File: src/rtl/vga_timing_pkg.sv
// rtl/vga_timing_pkg.sv - timing presets and width helper for vga_timing_gen
//
// Contents:
//   VGA640_*  : 640x480@60 timing (25 MHz pixel rate, PIX_DIV=2 from a 50 MHz clock)
//   SVGA800_* : 800x600@72 timing (50 MHz pixel rate, PIX_DIV=1 from a 50 MHz clock)
//   min_cnt_w : smallest counter width able to hold total-1

package vga_timing_pkg;

    localparam int VGA640_H_DISPLAY  = 640;
    localparam int VGA640_H_FRONT    = 16;
    localparam int VGA640_H_SYNC     = 96;
    localparam int VGA640_H_BACK     = 48;
    localparam int VGA640_V_DISPLAY  = 480;
    localparam int VGA640_V_FRONT    = 10;
    localparam int VGA640_V_SYNC     = 2;
    localparam int VGA640_V_BACK     = 33;
    localparam int VGA640_H_SYNC_POL = 0;
    localparam int VGA640_V_SYNC_POL = 0;
    localparam int VGA640_PIX_DIV    = 2;
    localparam int VGA640_CNT_W      = 11;

    localparam int SVGA800_H_DISPLAY  = 800;
    localparam int SVGA800_H_FRONT    = 56;
    localparam int SVGA800_H_SYNC     = 120;
    localparam int SVGA800_H_BACK     = 64;
    localparam int SVGA800_V_DISPLAY  = 600;
    localparam int SVGA800_V_FRONT    = 37;
    localparam int SVGA800_V_SYNC     = 6;
    localparam int SVGA800_V_BACK     = 23;
    localparam int SVGA800_H_SYNC_POL = 1;
    localparam int SVGA800_V_SYNC_POL = 1;
    localparam int SVGA800_PIX_DIV    = 1;
    localparam int SVGA800_CNT_W      = 11;

    // Width needed to represent 0..total-1; never less than one bit.
    function automatic int min_cnt_w(input int total);
        return (total > 1) ? $clog2(total) : 1;
    endfunction

endpackage

File: src/rtl/vga_axis_counter.sv
// rtl/vga_axis_counter.sv - one raster axis: position counter with sync/active decode
//
// Ports:
//   Clk, Reset : shared clock and asynchronous active-low reset
//   step       : advance the position by one this cycle
//   count      : position the axis will hold after this cycle (next value)
//   wrap       : step is wrapping the position from TOTAL-1 back to 0
//   sync       : sync level decoded from count, polarity per SYNC_POL
//   active     : count lies in the display region
//
// The outputs describe the upcoming position so the parent can register
// coordinates and their decodes on the same edge the counter moves.

module vga_axis_counter
    import vga_timing_pkg::*;
#(
    parameter int DISPLAY  = VGA640_H_DISPLAY,
    parameter int FRONT    = VGA640_H_FRONT,
    parameter int SYNC     = VGA640_H_SYNC,
    parameter int BACK     = VGA640_H_BACK,
    parameter int SYNC_POL = VGA640_H_SYNC_POL,
    parameter int CNT_W    = VGA640_CNT_W
) (
    input  logic             Clk,
    input  logic             Reset,
    input  logic             step,
    output logic [CNT_W-1:0] count,
    output logic             wrap,
    output logic             sync,
    output logic             active
);

    localparam int TOTAL = DISPLAY + FRONT + SYNC + BACK;

    localparam logic [CNT_W-1:0] LAST       = CNT_W'(TOTAL - 1);
    localparam logic [CNT_W-1:0] SYNC_FIRST = CNT_W'(DISPLAY + FRONT);
    localparam logic [CNT_W-1:0] SYNC_LAST  = CNT_W'(DISPLAY + FRONT + SYNC - 1);
    localparam logic [CNT_W-1:0] DISP_END   = CNT_W'(DISPLAY);
    localparam logic             SYNC_ON    = (SYNC_POL != 0);

    logic [CNT_W-1:0] count_q;

    assign wrap   = step && (count_q == LAST);
    assign count  = !step ? count_q : (wrap ? '0 : count_q + CNT_W'(1));
    assign sync   = ((count >= SYNC_FIRST) && (count <= SYNC_LAST)) ? SYNC_ON : ~SYNC_ON;
    assign active = (count < DISP_END);

    // Reset parks on the last position so the first step lands on 0.
    always_ff @(posedge Clk or negedge Reset) begin
        if (!Reset) begin
            count_q <= LAST;
        end else begin
            count_q <= count;
        end
    end

endmodule

File: src/rtl/vga_timing_gen.sv
// rtl/vga_timing_gen.sv - parametrised VGA raster timing generator
//
// Ports:
//   Clk         : system clock, rising edge
//   Reset       : asynchronous active-low reset
//   Enable      : run control; low freezes divider, counters and outputs
//   Pix_Tick    : one-Clk pulse per pixel period (combinational)
//   Hsync/Vsync : sync pulses, polarity per H_SYNC_POL / V_SYNC_POL
//   Display_En  : (Pix_X, Pix_Y) is inside the visible area
//   Pix_X/Pix_Y : current raster position
//   Line_Start  : one-Clk pulse after Pix_X becomes 0
//   Frame_Start : one-Clk pulse after (Pix_X, Pix_Y) becomes (0, 0)
//   Frame_Count : frames started since reset, modulo 256

module vga_timing_gen
    import vga_timing_pkg::*;
#(
    parameter int H_DISPLAY  = VGA640_H_DISPLAY,
    parameter int H_FRONT    = VGA640_H_FRONT,
    parameter int H_SYNC     = VGA640_H_SYNC,
    parameter int H_BACK     = VGA640_H_BACK,
    parameter int V_DISPLAY  = VGA640_V_DISPLAY,
    parameter int V_FRONT    = VGA640_V_FRONT,
    parameter int V_SYNC     = VGA640_V_SYNC,
    parameter int V_BACK     = VGA640_V_BACK,
    parameter int H_SYNC_POL = VGA640_H_SYNC_POL,
    parameter int V_SYNC_POL = VGA640_V_SYNC_POL,
    parameter int PIX_DIV    = VGA640_PIX_DIV,
    parameter int CNT_W      = VGA640_CNT_W
) (
    input  logic             Clk,
    input  logic             Reset,
    input  logic             Enable,
    output logic             Pix_Tick,
    output logic             Hsync,
    output logic             Vsync,
    output logic             Display_En,
    output logic [CNT_W-1:0] Pix_X,
    output logic [CNT_W-1:0] Pix_Y,
    output logic             Line_Start,
    output logic             Frame_Start,
    output logic [7:0]       Frame_Count
);

    localparam int H_TOTAL = H_DISPLAY + H_FRONT + H_SYNC + H_BACK;
    localparam int V_TOTAL = V_DISPLAY + V_FRONT + V_SYNC + V_BACK;
    localparam int DIV_W   = min_cnt_w(PIX_DIV);

    localparam logic [DIV_W-1:0] DIV_LAST = DIV_W'(PIX_DIV - 1);
    localparam logic             H_ON     = (H_SYNC_POL != 0);
    localparam logic             V_ON     = (V_SYNC_POL != 0);

    generate
        if (H_DISPLAY < 1 || H_FRONT < 1 || H_SYNC < 1 || H_BACK < 1 ||
            V_DISPLAY < 1 || V_FRONT < 1 || V_SYNC < 1 || V_BACK < 1 ||
            PIX_DIV < 1 || CNT_W < 1 || CNT_W > 30 ||
            CNT_W < min_cnt_w(H_TOTAL) || CNT_W < min_cnt_w(V_TOTAL)) begin : g_bad_params
            $fatal(1, "vga_timing_gen: illegal timing parameter set");
        end
    endgenerate

    logic [DIV_W-1:0] div_q;
    logic             div_last;
    logic [CNT_W-1:0] h_count, v_count;
    logic             h_wrap, v_wrap, h_sync, v_sync, h_active, v_active;
    logic             line_q, frame_q;

    assign div_last = (div_q == DIV_LAST);

    // Gated by Reset so the tick is low while reset is held, even with PIX_DIV=1.
    assign Pix_Tick = Reset && Enable && div_last;

    vga_axis_counter #(
        .DISPLAY (H_DISPLAY),
        .FRONT   (H_FRONT),
        .SYNC    (H_SYNC),
        .BACK    (H_BACK),
        .SYNC_POL(H_SYNC_POL),
        .CNT_W   (CNT_W)
    ) u_h_axis (
        .Clk   (Clk),
        .Reset (Reset),
        .step  (Pix_Tick),
        .count (h_count),
        .wrap  (h_wrap),
        .sync  (h_sync),
        .active(h_active)
    );

    // The vertical axis moves only on the tick that finishes a line.
    vga_axis_counter #(
        .DISPLAY (V_DISPLAY),
        .FRONT   (V_FRONT),
        .SYNC    (V_SYNC),
        .BACK    (V_BACK),
        .SYNC_POL(V_SYNC_POL),
        .CNT_W   (CNT_W)
    ) u_v_axis (
        .Clk   (Clk),
        .Reset (Reset),
        .step  (h_wrap),
        .count (v_count),
        .wrap  (v_wrap),
        .sync  (v_sync),
        .active(v_active)
    );

    always_ff @(posedge Clk or negedge Reset) begin
        if (!Reset) begin
            div_q       <= '0;
            Pix_X       <= CNT_W'(H_TOTAL - 1);
            Pix_Y       <= CNT_W'(V_TOTAL - 1);
            Hsync       <= ~H_ON;
            Vsync       <= ~V_ON;
            Display_En  <= 1'b0;
            line_q      <= 1'b0;
            frame_q     <= 1'b0;
            Frame_Count <= 8'd0;
        end else begin
            line_q  <= 1'b0;
            frame_q <= 1'b0;
            if (Enable) begin
                div_q <= div_last ? '0 : div_q + DIV_W'(1);
            end
            if (Pix_Tick) begin
                Pix_X      <= h_count;
                Pix_Y      <= v_count;
                Hsync      <= h_sync;
                Vsync      <= v_sync;
                Display_En <= h_active && v_active;
                // h wrapping means the new Pix_X is 0; both wrapping means (0, 0).
                line_q     <= h_wrap;
                frame_q    <= h_wrap && v_wrap;
                if (h_wrap && v_wrap) begin
                    Frame_Count <= Frame_Count + 8'd1;
                end
            end
        end
    end

    // Strobes are suppressed immediately while the generator is paused.
    assign Line_Start  = line_q && Enable;
    assign Frame_Start = frame_q && Enable;

endmodule

File: config.mk
export PLATFORM = sky130hd
export DESIGN_NAME = vga_timing_gen
export DESIGN_NICKNAME = d
export VERILOG_FILES = /design/src/rtl/vga_timing_pkg.sv /design/src/rtl/vga_axis_counter.sv /design/src/rtl/vga_timing_gen.sv
export SDC_FILE = /design/constraint.sdc
export NUM_CORES = 1
export LEC_CHECK = 0
export ABC_AREA = 1
export BUFFER_PORTS_ARGS = -buffer_cell sky130_fd_sc_hd__buf_2
export CORE_UTILIZATION = 36
export CTS_CLUSTER_SIZE = 16
export DETAILED_ROUTE_END_ITERATION = 12
export PLACE_DENSITY_LB_ADDON = 0.15
export SYNTH_ARGS = -nofsm -noshare
export SYNTH_HDL_FRONTEND = slang
export SYNTH_SLANG_ARGS = --single-unit
File: constraint.sdc
create_clock -name Clk -period 2.9 [get_ports Clk]
set_clock_uncertainty 0.1 [all_clocks]
set_input_delay 0.29 -clock Clk [delete_from_list [all_inputs] [get_ports Clk]]
set_output_delay 0.29 -clock Clk [all_outputs]
set_load 0.03 [all_outputs]
==> qor.txt <==
status: finished clean
period utilisation layout: 72.48%
Vias/cell: 4.682
most frequent cells in the layout: nand2_1, inv_1, buf_2, dfrtp_1, nand3_1
clk root buf: clkbuf_8
Power Density: 678.9 nW/um^2
Routed WL: 6486 um
fin nets: 415
Synth Area per Inst: 8.270 um^2
Synth area leader: dfrtp_1
Hold Buf Count CTS: 0
DP Cell Count: 499
Syn Inst Count: 364
Synth cell types: 35
TNS Setup: 0 ns
Post-DRT Antenna Nets: 0
unrepaired setup endpoints after global routing: false
GPL Wtd Cong: 0.7938
IO Pins: 39
die area: 8732 um^2
routed via count: 2,411
CTS Buf Count: 9
worst path required time: 3.07 ns
die width: 93.45 um
Post-Layout Cell Count: 515
drt pass-1 iters: 4
CTS tree: done
quantity of gates resized following cts: 0
clock buffer depth: 2
post-synthesis mux area share: 0%
main combinational cell family by area after synthesis: simple AND/OR/NAND/NOR gates
worst-path fanout max: 6
Starting DRT DRC Count: 125
synth-to-layout area growth: 15.38%
largest net degree at the start of global routing: 59
Setup Fix Bufs, Post-CTS: 0
starting density of the core: 38.17%
routed len/inst: 12.59 um
Worst Path Arrival: 2.28 ns
mapped cell area: 3010 um^2
Final Hold Fails: 0
CTS HTree Levels: 3
max-cap viol count: 0
grt ovf: 0
Synth Register Bits: 58
max_slew headroom: 51.62%
Max IR drop VDD: 0.2954 mV
Worst Tran Pin Value: 0.7256 ns
synthesis warning total: 0
Worst-path clk slew: 0.07 ns
CTS sink cnt: 58
port bufs: 38
register area share after synthesis: 49.13%
Pleak: 1.869 nW
critical path class: flip-flop to flip-flop
synthesized-area fraction occupied by adder cells: 1.663%
antenna fix cells: 0
Slew Limit Fails: 0
type of origin of the critical path: flip-flop
HP Class: input pin to asynchronous set/reset pin
top cell type's share of synthesized area: 29.93%
GRT Util Overall: 17.15%
simple-gate portion of the synthesized area: 34.66%
Final setup viols: 0
number of global-route vias before repair: 2,359
fraction of layout cells with a size suffix above 1: 26.15%
# DRC: 0
Post-Syn Nets: 371
ys flop type: dfrtp_1
Critical Path End Type: flip-flop
xor/xnor share of the synthesized area: 3.491%
number of flops mapped to enable cells by yosys: 0
post-synthesis compound-gate area fraction: 4.198%
Fmax achieved: 475.7 MHz
leading cell type in the layout, fill and taps excluded: nand2_1
hpwl dp: 4626 um
clk_lat worst skew: 0.34 ns
minimum clock period: 2.102 ns
fraction of registers with async set or reset after synthesis: 100.0%
die height: 93.45 um
global-route wire length before repair: 11,250 um
initial antenna violation count: 0
Core Rows: 32
core box area: 7888 um^2
Synth area leaders: dfrtp_1, dfstp_2, nand2_1
==> layout make-up <==
| class | count | area (um^2) |
|---|---|---|
| fillers | 778 | 4414 |
| flip-flops and latches | 58 | 1479 |
| multi-input cells | 254 | 1325 |
| repair buffers | 40 | 205.2 |
| inverters | 45 | 172.7 |
| clock buffers | 13 | 148.9 |
| well taps | 102 | 127.6 |
| clock inverters | 3 | 15.01 |
==> synthesized netlist by cell type, types with 2 or more instances <==
cell and count:
o21bai_1 2, xnor2_1 3, buf_2 3, o21ai_0 12, nand3_1 30, nor2_4 2, nor3_1 3, nor2_1 28
dfstp_2 22, nand3_2 5, xor2_1 9, clkbuf_1 3, inv_2 4, o21a_1 4, ha_1 4, nand2_2 3
inv_1 38, nor2_2 5, nand4_1 9, or2_2 3, nand2_1 120, a21oi_1 2, nand2_4 2, dfrtp_1 36
nor2_8 2
==> sequential cells by signal (all words and copies together), names as in the netlist <==
signal and flops:
frame_q 1, div_last 1, Display_En 1, Pix_Y 11, Pix_X 11, Hsync 1
Frame_Count 8, u_v_axis.count_q 11, u_h_axis.count_q 11, Vsync 1, line_q 1
==> metrics by stage <==
step	hold slack, ns	util [%]	instance area [um^2]	setup slack (ns)	total power (W)
after floorplan	-0.1056	-	3010	1.031	0.001554
after global placement	0.3567	41.96	3309	0.8339	0.001730
after detailed placement	0.3581	41.96	3309	0.7651	0.001732
after CTS	0.09183	44.04	3473	0.7627	0.002400
after global routing	0.1053	44.04	3473	0.5647	0.002526
final	0.06112	44.04	3473	0.7980	0.002358
==> critical path: stages, from the launching register on <==
cell,delay [ns]
dfstp_2,0.54
ha_1,0.23
nand3_2,0.15
inv_2,0.13
nand4_2,0.21
o21ai_0,0.37
nor2_1,0.09
nand3_2,0.08
nand3_1,0.08
nand2_1,0.06
==> routing by layer <==
layer / global-route usage, % / vias up / wire length (um)
met5: 0 / - / 0
met2: 27.94 / 35 / 3119
li1: - / 1234 / -
met1: 20.81 / 1132 / 3040
met3: 5.447 / 10 / 220
met4: 7.308 / 0 / 106
==> cells by family after synthesis <==
kind of cell	count (synthesis)
flip-flops	58
adder cells (fa/ha/maj)	4
buffers and inverters	52
AND/OR/NAND/NOR	217
AO/OA/AOI/OAI	21
XOR/XNOR	12
==> power by group <==
part           total, W  leakage, nW  internal, W  switching (W)
registers       0.00110        0.663     0.000997       0.000101
logic          0.000614         1.12     0.000178       0.000436
clock network  0.000646       0.0872     0.000330       0.000317
total           0.00236         1.87      0.00150       0.000854
==> worst paths after layout <==
kind	startpoint	endpoint	slack, ns	cells past startpoint
setup / recovery	u_h_axis.count_q[0]	Display_En	0.80	9
hold / removal	Reset	Pix_X[6]	0.06	2
setup reg to reg	u_h_axis.count_q[0]	Display_En	0.80	9
hold reg to reg	Pix_X[9]	Pix_X[9]	0.37	2
max in group asynchronous	Reset	Pix_Y[4]	2.17	2
min in group Clk	Enable	div_last	0.11	2
(Power assumes the default switching activity.)
